File: src/rtl/regf_operand_stage.sv
// 32x32 register file (r0 reads as zero) feeding a registered A/B operand latch with valid/ready handshake.
// Optional build macro REGF_BYPASS_EN forwards same-cycle write-back data into the latch.
//
// state    | meaning
// ---------+----------------------------------------------------------
// ST_EMPTY | no operand pair pending; any rd_req is accepted
// ST_FULL  | regf_data1/2 hold an unconsumed pair; refill only on consume
module regf_operand_stage #(
  parameter int DATA_W = 32,
  parameter int ADDR_W = 5,
  parameter int DEPTH  = 32
) (
  input  logic              clk,
  input  logic              rst_n,
  input  logic              rd_req,
  input  logic [ADDR_W-1:0] rs_addr,
  input  logic [ADDR_W-1:0] rt_addr,
  output logic              rd_ack,
  output logic [DATA_W-1:0] regf_data1,
  output logic [DATA_W-1:0] regf_data2,
  output logic              operand_valid,
  input  logic              operand_ready,
  input  logic              wr_en,
  input  logic [ADDR_W-1:0] wr_addr,
  input  logic [DATA_W-1:0] wr_data,
  output logic [15:0]       wr_count
);

  typedef enum logic {ST_EMPTY, ST_FULL} state_t;

  state_t            state, state_nxt;
  logic [DATA_W-1:0] regs [DEPTH];
  logic [DATA_W-1:0] rd_val1, rd_val2;
  logic              wr_commit;
  logic              latch_en;

  assign wr_commit = wr_en && (wr_addr != '0);

  always_ff @(posedge clk or negedge rst_n) begin
    if (!rst_n) begin
      for (int i = 0; i < DEPTH; i++) regs[i] <= '0;
      wr_count <= '0;
    end else if (wr_commit) begin
      regs[wr_addr] <= wr_data;
      wr_count      <= wr_count + 16'd1;
    end
  end

  // r0 is forced to zero on read; wr_commit already excludes address 0 from forwarding
  always_comb begin
    rd_val1 = (rs_addr == '0) ? '0 : regs[rs_addr];
    rd_val2 = (rt_addr == '0) ? '0 : regs[rt_addr];
`ifdef REGF_BYPASS_EN
    if (wr_commit && (wr_addr == rs_addr)) rd_val1 = wr_data;
    if (wr_commit && (wr_addr == rt_addr)) rd_val2 = wr_data;
`endif
  end

  always_ff @(posedge clk or negedge rst_n) begin
    if (!rst_n) state <= ST_EMPTY;
    else        state <= state_nxt;
  end

  always_comb begin
    state_nxt = state;
    rd_ack    = 1'b0;
    latch_en  = 1'b0;
    case (state)
      ST_EMPTY: begin
        if (rd_req) begin
          rd_ack    = 1'b1;
          latch_en  = 1'b1;
          state_nxt = ST_FULL;
        end
      end
      ST_FULL: begin
        if (operand_ready) begin
          if (rd_req) begin
            rd_ack   = 1'b1;
            latch_en = 1'b1;
          end else begin
            state_nxt = ST_EMPTY;
          end
        end
      end
      default: state_nxt = ST_EMPTY;
    endcase
  end

  assign operand_valid = (state == ST_FULL);

  // Data is held on drain so the ALU side sees stable values after consume
  always_ff @(posedge clk or negedge rst_n) begin
    if (!rst_n) begin
      regf_data1 <= '0;
      regf_data2 <= '0;
    end else if (latch_en) begin
      regf_data1 <= rd_val1;
      regf_data2 <= rd_val2;
    end
  end

endmodule

File: config.mk
export PLATFORM = sky130hd
export DESIGN_NAME = regf_operand_stage
export DESIGN_NICKNAME = d
export VERILOG_FILES = /design/src/rtl/regf_operand_stage.sv
export SDC_FILE = /design/constraint.sdc
export NUM_CORES = 2
export LEC_CHECK = 0
export CAP_MARGIN = 20
export CORE_MARGIN = 3
export CORE_UTILIZATION = 40
export CTS_CLUSTER_DIAMETER = 200
export DETAILED_ROUTE_END_ITERATION = 7
export PLACE_DENSITY = 0.68
export SKIP_LAST_GASP = 1
export SLEW_MARGIN = 30
export SYNTH_ARGS = -nofsm -noshare
export SYNTH_HDL_FRONTEND = slang
export SYNTH_SLANG_ARGS = --single-unit
File: constraint.sdc
create_clock -name clk -period 1.62 [get_ports clk]
set_input_delay 0.486 -clock clk [delete_from_list [all_inputs] [get_ports clk]]
set_output_delay 0.486 -clock clk [all_outputs]
set_load 0.005 [all_outputs]
==> run summary <==
Status - finished, violations left
Failing checks - negative setup slack
Critical Path Start Type - flip-flop
CTS root buf - clkbuf_16
Tmin final - 1.97 ns
Max clock buf depth - 3
Via/cell ratio - 6.23
Crit path DAT - 1.49 ns
HPWL Detailed - 133000 um
Clock group share of total power - 0.349
Worst VDD drop - 0.000940 V
Die Area - 148000 sq um
Most common cell after layout, fill and taps aside - dfrtp_1
Main flop type after synthesis - dfrtp_1
YS warnings - 0
FF+latch count, synth - 1105
Vias - 40900
Power Density - 1180 nW/um^2
Vias in the first global route - 42100
Number of synthesized flops with an enable pin - 0
Setup TNS - -23.29 ns
CTS tree - built
Slowest CP cell - dfrtp_1
Post-synthesis cell type count - 56
Rows - 138
Starting Density - 0.405
I/O Buffers - 133
Synthesized area per cell - 13.9 sq um
Worst skew pair latency - 0.75 ns
RSZ-0062 raised after global routing - yes
Net Count, Synth - 4190
First-pass GRT wire length - 292000 um
Max-slew violations - 0
CP Class - flip-flop to output pin
Reg power frac - 0.431
Buf+Inv Stages, Crit Path - 2
Register area share after synthesis - 0.481
I/O pin count - 134
Cell count after synthesis - 4137
CTS buffer count - 119
Fin Clk Skew - 0.0283 ns
Final period utilization - 1.22
H-Tree Depth - 3
HP Class - input port to flip-flop
CP required - 1.13 ns
Largest stage delay, worst path - 0.41 ns
Combinational Power Share - 0.220
Final net count - 4628
GP Congestion - 0.863
Crit path max-delay family - flip-flops
Layout cells sized above 1 - 0.518
Non-Filler Instances - 6570
Remaining Overflow, GRT - 0
Core area - 142000 sq um
ANT nets after route - 0
Rel. slew slack - 0.662
CP Cell Sequence - nand2b_4 -> nand2_4 -> inv_4 -> buf_6
Die H - 385 um
Worst Path Max Fanout - 2
Area growth syn-to-layout - 27.9%
Final setup fails - 143
Global Route Usage Sum - 0.267
Cells taking the most area after synthesis - dfrtp_1, mux2_2, mux4_2
Drt wl/cell - 30.4 um
Final instance area - 73600 sq um
Iter 0 DRT Violations - 4470
Placed insts - 6281
Sw Ratio - 0.277
P_int - 62.6 mW
Post-synth top area share - 0.481
Fmax - 507 MHz
First-pass iteration count of the detailed router - 5
Post-DP Area - 67900 sq um
Final WL - 200000 um
TritonCTS Sinks - 1105
Largest net degree at the start of global routing - 80
Power, Total - 86.6 mW
Post-synthesis async set-or-reset flop share - 1.00
Clock transition at path regs - 0.06 ns
Post-synthesis cell area - 57500 sq um
Count of final hold-check violations - 0
NetSw - 24.0 mW
Leak - 33.2 nW
Slew @ Worst Pin - 0.507 ns
Max-cap viol count - 0
Commonest cells after routing, fill and taps aside - dfrtp_1, mux2_2, mux2i_1
Die X - 385 um
Final worst setup slack - -0.352 ns
Final core occ - 0.518
Antenna violations before repair - 1
Post-synth top area cell - dfrtp_1
Crit end category - output pin
Residual DRC - 0
per-layer routing:
metal	track usage	wire, um	vias to the layer above
li1	-	-	16600
met1	0.370	83900	21800
met2	0.410	90900	2011
met3	0.0552	16600	468
met4	0.106	8250	0
met5	0.00132	0	-
cells in the mapped netlist, types with 31 or more instances:
master / number
buf_4: 34
nand2_1: 141
mux2_2: 1016
clkbuf_1: 212
mux4_2: 278
buf_1: 52
a221oi_1: 43
buf_2: 129
mux2i_1: 492
a21oi_1: 89
dfrtp_1: 1105
o41ai_1: 31
a22oi_1: 134
o22ai_1: 77
layout make-up:
class	instances	area, sq um
multi-input cells	2580	30000
repair buffers	765	9080
fillers	11700	68500
clock inverters	58	873
clock buffers	167	3500
well taps	1890	2360
flip-flops and latches	1105	27700
inverters	4	17.5
diodes	1	2.50
stage by stage:
| stage | hold WS, ns | setup slack [ns] |
|---|---|---|
| 2_1_floorplan | 0.190 | -0.300 |
| 3_3_place_gp | 0.381 | -1.05 |
| 3_5_place_dp | 0.386 | -1.04 |
| 4_1_cts | 0.206 | -0.428 |
| 5_1_grt | 0.238 | -0.410 |
| 6_report | 0.260 | -0.352 |
logic make-up (layout without fill, tap and decap cells):
family | after synthesis | count (layout) | synth area share
compound gates | 518 | 518 | 0.0639
xor+xnor | 15 | 15 | 0.00228
fa+ha+maj | 1 | 1 | 0.000217
buf+inv | 452 | 994 | 0.0373
flops | 1105 | 1105 | 0.481
mux | 1794 | 1794 | 0.395
other cells | 0 | 1 | 0
simple gates | 252 | 252 | 0.0208
sequential cells by signal, indices dropped and copies added (netlist names):
register / count
regf_data2: 32
regs: 1024
regf_data1: 32
operand_valid: 1
wr_count: 16
power by group through the flow:
stage          sequential, mW  combinational [mW]  clock (mW)
5_1_grt                  37.8                20.3        31.7
4_1_cts                  37.1                18.6        30.6
2_1_floorplan            36.0                12.5           0
3_5_place_dp             37.5                18.1           0
6_report                 37.3                19.1        30.2
3_3_place_gp             37.2                17.7           0
worst paths after layout:
path	depth (start not counted)	startpoint	slack (ns)	end
max	4	operand_valid	-0.35	rd_ack
min	4	rs_addr[3]	0.26	regf_data1[31]
max reg2reg	9	operand_valid	-0.28	regf_data2[19]
min reg2reg	0	regs[1002]	0.40	regs[1002]
max in group asynchronous	3	rst_n	0.52	regf_data2[16]
min in group asynchronous	2	rst_n	0.27	regs[457]
tightest hold or removal path: cells and delay by family:
| kind | cells | cell delay, ns |
|---|---|---|
| AND/OR/NAND/NOR | 1 | 0.05 |
| buffers and inverters | 2 | 0.36 |
| AO/OA/AOI/OAI | 1 | 0.08 |
what timing repair did:
item	in CTS	in global routing
setup endpoints to repair	564	818
resized for setup	466	105
hold endpoints to repair	154	0
hold buffers	1	0
buffers inserted	43	18
gates cloned	5	1
pin swaps	26	32
(Power assumes the default switching activity.)
